File: src/rtl/ifu_pkg.sv
// Shared opcode constants and helpers for the instruction fetch unit.
package ifu_pkg;

   localparam logic [3:0] OPC_ADD  = 4'h0;
   localparam logic [3:0] OPC_SUB  = 4'h1;
   localparam logic [3:0] OPC_AND  = 4'h2;
   localparam logic [3:0] OPC_OR   = 4'h3;
   localparam logic [3:0] OPC_MUL  = 4'h4;
   localparam logic [3:0] OPC_DIV  = 4'h5;
   localparam logic [3:0] OPC_HALT = 4'hF;

   function automatic logic [3:0] opcode_of(input logic [7:0] instr);
      return instr[7:4];
   endfunction

endpackage

File: src/rtl/ifu_prefetch_fifo.sv
// Prefetch queue between instruction memory and decoder; flush empties it in one cycle.
module ifu_prefetch_fifo #(
   parameter int unsigned WIDTH = 12,
   parameter int unsigned DEPTH = 2,
   localparam int unsigned CNT_W = $clog2(DEPTH + 1),
   localparam int unsigned PTR_W = (DEPTH > 1) ? $clog2(DEPTH) : 1
) (
   input  logic             clk,
   input  logic             rst_n,
   input  logic             flush,
   input  logic             push,
   input  logic [WIDTH-1:0] push_data,
   input  logic             pop,
   output logic             valid,
   output logic [WIDTH-1:0] head,
   output logic [CNT_W-1:0] count
);

   logic [WIDTH-1:0] store_q [DEPTH];
   logic [PTR_W-1:0] wr_ptr_q, wr_ptr_d;
   logic [PTR_W-1:0] rd_ptr_q, rd_ptr_d;
   logic [CNT_W-1:0] count_q, count_d;
   logic             do_push, do_pop;

   always_comb begin
      do_pop   = pop & (count_q != '0);
      do_push  = push & ((count_q != CNT_W'(DEPTH)) | do_pop);
      wr_ptr_d = wr_ptr_q;
      rd_ptr_d = rd_ptr_q;
      count_d  = count_q;
      if (flush) begin
         wr_ptr_d = '0;
         rd_ptr_d = '0;
         count_d  = '0;
      end else begin
         if (do_push) begin
            wr_ptr_d = (wr_ptr_q == PTR_W'(DEPTH - 1)) ? '0 : wr_ptr_q + 1'b1;
         end
         if (do_pop) begin
            rd_ptr_d = (rd_ptr_q == PTR_W'(DEPTH - 1)) ? '0 : rd_ptr_q + 1'b1;
         end
         if (do_push && !do_pop) begin
            count_d = count_q + 1'b1;
         end else if (do_pop && !do_push) begin
            count_d = count_q - 1'b1;
         end
      end
   end

   always_ff @(posedge clk or negedge rst_n) begin
      if (!rst_n) begin
         wr_ptr_q <= '0;
         rd_ptr_q <= '0;
         count_q  <= '0;
      end else begin
         wr_ptr_q <= wr_ptr_d;
         rd_ptr_q <= rd_ptr_d;
         count_q  <= count_d;
      end
   end

   always_ff @(posedge clk) begin
      if (do_push && !flush) begin
         store_q[wr_ptr_q] <= push_data;
      end
   end

   assign valid = (count_q != '0);
   assign head  = store_q[rd_ptr_q];
   assign count = count_q;

endmodule

File: src/rtl/instr_fetch_unit.sv
// Instruction memory, PC and read issue control feeding a prefetch queue.
// Optional even-parity protection of the memory when IFU_PARITY_EN is defined.
module instr_fetch_unit
   import ifu_pkg::*;
#(
   parameter int unsigned INSTR_W    = 8,
   parameter int unsigned ADDR_W     = 4,
   parameter int unsigned FIFO_DEPTH = 2,
   parameter logic [3:0]  HALT_OPC   = OPC_HALT
) (
   input  logic               clk,
   input  logic               rst_n,
   input  logic               prog_we,
   input  logic [ADDR_W-1:0]  prog_addr,
   input  logic [INSTR_W-1:0] prog_data,
   input  logic               fetch_en,
   input  logic               branch_valid,
   input  logic [ADDR_W-1:0]  branch_target,
   output logic               instr_valid,
   input  logic               instr_ready,
   output logic [INSTR_W-1:0] instr_data,
   output logic [ADDR_W-1:0]  instr_pc,
`ifdef IFU_PARITY_EN
   output logic               parity_err,
`endif
   output logic               halted
);

   localparam int unsigned DEPTH = 2 ** ADDR_W;
`ifdef IFU_PARITY_EN
   localparam int unsigned MEM_W = INSTR_W + 1;
`else
   localparam int unsigned MEM_W = INSTR_W;
`endif
   localparam int unsigned ENT_W = INSTR_W + ADDR_W;
   localparam int unsigned CNT_W = $clog2(FIFO_DEPTH + 1);

   logic [MEM_W-1:0]  mem_q [DEPTH];
   logic [MEM_W-1:0]  wr_word;
   logic [ADDR_W-1:0] pc_q, pc_d;
   logic [ADDR_W-1:0] rd_addr_q, rd_addr_d;
   logic [MEM_W-1:0]  rd_word_q, rd_word_d;
   logic              inflight_q, inflight_d;
   logic              halted_q, halted_d;
   logic              issue, push, pop, halt_hit;
   logic              fifo_valid;
   logic [ENT_W-1:0]  fifo_head;
   logic [CNT_W-1:0]  fifo_count;

`ifdef IFU_PARITY_EN
   logic parity_err_q, parity_err_d;
   assign wr_word = {^prog_data, prog_data};
`else
   assign wr_word = prog_data;
`endif

   always_ff @(posedge clk) begin
      if (prog_we) begin
         mem_q[prog_addr] <= wr_word;
      end
   end

   always_comb begin
      pop = fifo_valid & instr_ready;
      // A pop this cycle frees a slot for the read issued now.
      issue = fetch_en & ~halted_q & ~branch_valid &
              (int'(fifo_count) + int'(inflight_q) < int'(FIFO_DEPTH) + int'(pop));
      push     = inflight_q & ~branch_valid & ~halted_q;
      halt_hit = push & (opcode_of(rd_word_q[INSTR_W-1 -: 8]) == HALT_OPC);

      pc_d       = pc_q;
      rd_addr_d  = rd_addr_q;
      rd_word_d  = rd_word_q;
      inflight_d = issue;
      halted_d   = halted_q;
      if (branch_valid) begin
         pc_d = branch_target;
      end else if (issue) begin
         pc_d = pc_q + 1'b1;
      end
      if (issue) begin
         rd_addr_d = pc_q;
         rd_word_d = mem_q[pc_q];
      end
      if (branch_valid) begin
         halted_d = 1'b0;
      end else if (halt_hit) begin
         halted_d = 1'b1;
      end
`ifdef IFU_PARITY_EN
      parity_err_d = parity_err_q | (push & (^rd_word_q));
`endif
   end

   always_ff @(posedge clk or negedge rst_n) begin
      if (!rst_n) begin
         pc_q       <= '0;
         rd_addr_q  <= '0;
         rd_word_q  <= '0;
         inflight_q <= 1'b0;
         halted_q   <= 1'b0;
      end else begin
         pc_q       <= pc_d;
         rd_addr_q  <= rd_addr_d;
         rd_word_q  <= rd_word_d;
         inflight_q <= inflight_d;
         halted_q   <= halted_d;
      end
   end

`ifdef IFU_PARITY_EN
   always_ff @(posedge clk or negedge rst_n) begin
      if (!rst_n) begin
         parity_err_q <= 1'b0;
      end else begin
         parity_err_q <= parity_err_d;
      end
   end
   assign parity_err = parity_err_q;
`endif

   ifu_prefetch_fifo #(
      .WIDTH (ENT_W),
      .DEPTH (FIFO_DEPTH)
   ) u_fifo (
      .clk       (clk),
      .rst_n     (rst_n),
      .flush     (branch_valid),
      .push      (push),
      .push_data ({rd_addr_q, rd_word_q[INSTR_W-1:0]}),
      .pop       (pop),
      .valid     (fifo_valid),
      .head      (fifo_head),
      .count     (fifo_count)
   );

   assign instr_valid = fifo_valid;
   assign instr_data  = fifo_valid ? fifo_head[INSTR_W-1:0] : '0;
   assign instr_pc    = fifo_valid ? fifo_head[ENT_W-1:INSTR_W] : '0;
   assign halted      = halted_q;

endmodule

File: config.mk
export PLATFORM = sky130hd
export DESIGN_NAME = instr_fetch_unit
export DESIGN_NICKNAME = d
export VERILOG_FILES = /design/src/rtl/ifu_pkg.sv /design/src/rtl/ifu_prefetch_fifo.sv /design/src/rtl/instr_fetch_unit.sv
export SDC_FILE = /design/constraint.sdc
export NUM_CORES = 1
export LEC_CHECK = 0
export ABC_AREA = 1
export ABC_CLOCK_PERIOD_IN_PS = 1700
export BUFFER_PORTS_ARGS = -buffer_cell sky130_fd_sc_hd__buf_2
export CAP_MARGIN = 40
export CELL_PAD_IN_SITES_DETAIL_PLACEMENT = 2
export CELL_PAD_IN_SITES_GLOBAL_PLACEMENT = 2
export CORE_ASPECT_RATIO = 1.25
export CORE_MARGIN = 4
export CORE_UTILIZATION = 36
export DETAILED_ROUTE_END_ITERATION = 10
export GPL_TIMING_DRIVEN = 1
export PLACE_DENSITY_LB_ADDON = 0.3
export SYNTH_ARGS = -nofsm -noshare
export SYNTH_HDL_FRONTEND = slang
export SYNTH_HIERARCHICAL = 1
export SYNTH_SLANG_ARGS = --single-unit
File: constraint.sdc
create_clock -name clk -period 1.7 [get_ports clk]
set_input_delay 0.51 -clock clk [delete_from_list [all_inputs] [get_ports clk]]
set_output_delay 0.51 -clock clk [all_outputs]
set_load 0.005 [all_outputs]
# Yosys cells after proc, flatten, opt, wreduce, memory -nomap -nowiden
# Memory sizes are Yosys's and may differ from the RTL's. A register that Yosys moved wholly into a read port is not among the register bits.
# Index checks and enable logic that the tools add are counted.
[classes]
addsub = 7
order_cmp = 1
eq_ne = 2
n_mux = 19
bitwise = 12
reduce_logical = 13
[ops]
columns = ["cell", "count"]
rows = [
  ["2-to-1 mux 1 bit", 12],
  ["2-to-1 mux 4 bit", 3],
  ["nonzero test 2 bit", 5],
  ["bitwise AND 1 bit", 9],
  ["2-to-1 mux 8 bit", 1],
  ["2-to-1 mux 2 bit", 3],
  ["adder 4 x 1 -> 4 bit (second input constant)", 1],
  ["equality test 4 bit (second input constant)", 1],
  ["zero test 1 bit", 4],
  ["adder 2 x 1 -> 3 bit", 1],
  ["adder 2 x 1 -> 3 bit (first input constant)", 1],
  ["logical AND 1 bit", 3],
  ["< comparator 3 bit", 1],
  ["nonzero test 3 bit", 1],
  ["adder 1 bit (second input constant)", 2],
  ["adder 2 x 1 -> 2 bit (second input constant)", 1],
  ["!= test 2 bit (second input constant)", 1],
  ["NOT 1 bit", 2],
  ["subtractor 2 x 1 -> 2 bit (second input constant)", 1],
  ["OR 1 bit", 1],
]
[word_totals]
register_bits = 14
ramBits = 152
n_memories = 2
[memory_table]
columns = ["name", "depth", "word_bits", "rd", "rd_ports_with_merged_regs", "write_ports", "line", "text"]
rows = [
  ["mem_q", 16, 8, 1, 1, 1, "instr_fetch_unit.sv:38", "logic [MEM_W-1:0] mem_q [DEPTH];"],
  ["u_fifo.store_q", 2, 12, 1, 0, 1, "ifu_prefetch_fifo.sv:19", "logic [WIDTH-1:0] store_q [DEPTH];"],
]

# Longest topological paths before layout
[logic_depth]
word_depth = 10
ltp_mapped = 12

# Cells and area by module
# The synthesis kept the hierarchy.
[by_module_without_submodules]
columns = ["mod", "instances", "cells_per_inst", "area_each_um2"]
rows = [
  ["instr_fetch_unit", 1, 660, 6456.2],
  ["ifu_prefetch_fifo", 1, 98, 1137.3],
]

# Least setup slack after synthesis
# Ideal clock, no wire load.
[synth_timing]
path_type = "input to register"
from = "input branch_valid"
to = "memory u_fifo.store_q[1][0] (enable)"
arrival_ns = 1.430
required_ns = 1.321
slack_ns = -0.109
cell_stages = 5
n_path_buf = 0
cell_sequence = "inv_1 nand2_1 nor2_1 nand2_2 nor3_2"
[synth_via]
elab_chain_len = 7
[synth_lines]
columns = ["element", "line", "text"]
rows = [
  ["start: declaration", "instr_fetch_unit.sv:17", "input logic branch_valid,"],
  ["NOT 1 bit", "instr_fetch_unit.sv:68", "push = inflight_q & ~branch_valid & ~halted_q;"],
  ["bitwise AND 1 bit (2 in a row)", "instr_fetch_unit.sv:68", ""],
  ["via push", "instr_fetch_unit.sv:45", "logic issue, push, pop, halt_hit;"],
  ["bitwise AND 1 bit", "ifu_prefetch_fifo.sv:27", "do_push = push & ((count_q != CNT_W'(DEPTH)) | do_pop);"],
  ["logical AND 1 bit", "ifu_prefetch_fifo.sv:63", "if (do_push && !flush) begin"],
  ["2-to-1 mux 1 bit", "ifu_prefetch_fifo.sv:63", ""],
  ["2-to-1 mux 1 bit (implied by the code)", "ifu_prefetch_fifo.sv:64", "store_q[wr_ptr_q] <= push_data;"],
  ["end: declaration", "ifu_prefetch_fifo.sv:19", ""],
]
# The timed path passes the listed nets, and every way through them passes these cells.

# Worst setup path after layout
[layout_timing]
from = "register u_fifo.rd_ptr_q"
to = "output instr_pc[2]"
[layout_via]
elab_chain_len = 2
[layout_lines]
columns = ["element", "line", "text"]
rows = [
  ["start: declaration", "ifu_prefetch_fifo.sv:21", "logic [PTR_W-1:0] rd_ptr_q, rd_ptr_d;"],
  ["start signal: assignment", "ifu_prefetch_fifo.sv:57", "rd_ptr_q <= rd_ptr_d;"],
  ["memory (2 x 12 bit)", "-", ""],
  ["via fifo_head[10]", "instr_fetch_unit.sv:47", "logic [ENT_W-1:0] fifo_head;"],
  ["2-to-1 mux 4 bit", "instr_fetch_unit.sv:139", "assign instr_pc = fifo_valid ? fifo_head[ENT_W-1:INSTR_W] : '0;"],
  ["end: declaration", "instr_fetch_unit.sv:22", "output logic [ADDR_W-1:0] instr_pc,"],
]
# The timed path passes the listed nets, and every way through them passes these cells.

==> metrics <==
layout cells sized above 1 20.59%; Hold Crit Class in -> async; switching pwr 3.285 mW; Final WS setup -211.1 ps; Port Buffers 35; Worst Skew 8.409 ps; Ant. Diodes 0; Synth Flop Type edfxtp_1; Core Util, Final 45.15%; initial core utilization 36.48%; Longest Clk Path Bufs 2; RSZ-0062 raised after global routing yes; count leader, synth nand2_1; maximum VDD drop 0.6921 mV; critical path arrival 1400 ps; number of global-route vias before repair 6,192; Num CTS Buffers 17; fin nets 863; largest net degree at the start of global routing 66; Antenna Nets Post-Route 0; status finished with violations; Area growth syn-to-layout 23.78%; period utilization 112.4%; final wirelength 24,110 um; Max-slew headroom 61.19%; Switching Share 30.01%; die footprint 23,490 sq um; minimum clock period 1911 ps; DR iter-0 viols 334; Vias 5,628; cell area after synthesis 7594 sq um; global-route wire length before repair 35,620 um; synth cell count leaders nand2_1, edfxtp_1, inv_1; Core Footprint 20,820 sq um; dominant cell type by area after synthesis edfxtp_1; Mapped Cells 758; Worst setup SP type flop; CTS sink count 174; CTS root buffer clkbuf_16; clock transition at the registers of the reported paths 70 ps; DR pass1 iterations 5; routed vias/inst 5.007; Final GP Congestion 0.7563; Synth Warn # 6; Internal 7.659 mW; PwrDens 1164 nW/um^2; Yosys cell types 26; WP data required 1190 ps; fmax 0.5233 GHz; GR Overflow Total 0; Post-synth EDFFs 152; Gate power share 17.1%; max-capacitance violation count 0; Hold-fix buffers, CTS 0; WS Path Type reg -> out; post-DP HPWL 14,650 um; count of pins over their slew limit 0; clock share of power 36.7%; Least-Margin Pin Slew 582.1 ps; post-synthesis sequential area ratio 67.36%; worst-path maximum fanout 6; Pwr Total 10.94 mW; Die H 170.4 um; Wirelength per Cell 21.45 um; clk_lat worst skew 440 ps; Syn Nets 784; reg-to-reg slack, setup -30 ps; CP endpoint kind output port; Synth Area per Inst 10.02 sq um; GRT Util Overall 20.54%; clock tree from TritonCTS built; failing checks negative setup slack; final hold vios 0; FP Rows 59; Post-synth ARST share 12.64%; Ports 36; register bit count reported by yosys 174; drt drc 0; P_leak 4.205 nW; R2R depth 9; sequential power share 46.3%; Setup Viol. Count Final 17; dominant cells by area after synthesis edfxtp_1, nand2_1, dfrtp_1; # H-tree levels 4; DIE WIDTH 137.9 um; antenna violations before repair 0; share of the synthesized area in the top cell type 60.11%
[path summary, 6_finish.rpt]
check / endpoint / start
max: instr_pc[2] / u_fifo/rd_ptr_q
min: u_fifo/count[1] / rst_n
max reg2reg: pc_q[3] / u_fifo/count[0]
min reg2reg: u_fifo/store_q[0][11] / rd_addr_q[3]
max in group asynchronous: pc_q[0] / rst_n
min in group clk: pc_q[1] / branch_target[1]
[flip-flops by register name, summed over array words and instances, names as in the netlist, 2 cells and up]
name and cells:
mem_q 128, u_fifo/store_q 24, rd_word_q 8, pc_q 4, rd_addr_q 4, u_fifo/count 2
[area by class of cell]
cell class | count | area [sq um]
clock buffer | 17 | 425.4
clock inverter | 15 | 166.4
fill | 2190 | 11420
inverter | 126 | 483.0
multi-input combinational | 427 | 2028
sequential | 174 | 5117
tap | 274 | 342.8
timing repair buffer | 91 | 835.8
[cells by family after synthesis]
| group | Yosys count | share of synthesized area, % |
|---|---|---|
| AND/OR/NAND/NOR | 411 | 22.62 |
| flip-flops | 174 | 67.36 |
| buffers and inverters | 157 | 8.486 |
| AO/OA/AOI/OAI | 11 | 0.7579 |
| adder cells (fa/ha/maj) | 4 | 0.6591 |
| XOR/XNOR | 1 | 0.1154 |
[placed cells by master (no fill, tap or decap), types with 19 or more instances in the layout]
cell / n
buf_4: 34
nand3_1: 106
clkbuf_16: 20
inv_1: 117
dfrtp_1: 20
edfxtp_1: 152
nor2_1: 19
buf_2: 34
nand2_1: 242
nand2_2: 25
[critical path, cell delays in order (launching register included)]
cell and delay [ps]:
dfrtp_2 480, buf_6 160, nand2_1 50, nand2_1 60, nand2_1 70, inv_1 30, buf_2 110
[metal layers]
metal	routed length, um	GRT usage [%]	vias to the layer above
met5	0	0	-
met1	9328	23.39	2861
met4	896	8.251	0
li1	-	-	2586
met3	820	2.602	46
met2	13070	38.40	135
[timing repair]
action	CTS	global route
endpoints found under the setup margin	22	55
cloned	4	3
resized for setup	35	48
pin swaps	5	29
buffers inserted	8	4
hold endpoints to repair	0	0
[metrics by stage]
stage          hold WS (ps)  cells  TNS (ps)  area (sq um)  worst slack (ps)
2_1_floorplan         214.4    758         0          7600             54.37
3_3_place_gp          458.6   1074    -19.64          8333            -19.64
3_5_place_dp          473.1   1074    -338.8          8333            -170.5
4_1_cts               63.98   1118     -2928          9156            -220.7
5_1_grt               95.28   1124     -4749          9399            -300.1
6_report              65.46   1124     -2443          9399            -211.1
[power groups by stage]
stage	sequential, mW	clock [mW]	combinational, mW
final	5.06	4.01	1.87
after global routing	5.09	4.25	2.06
after CTS	5.03	4.06	1.71
after detailed placement	5.11	0	1.58
after global placement	5.08	0	1.46
after floorplan	5.05	0	0.912
Power figures use the tool's default switching activity.
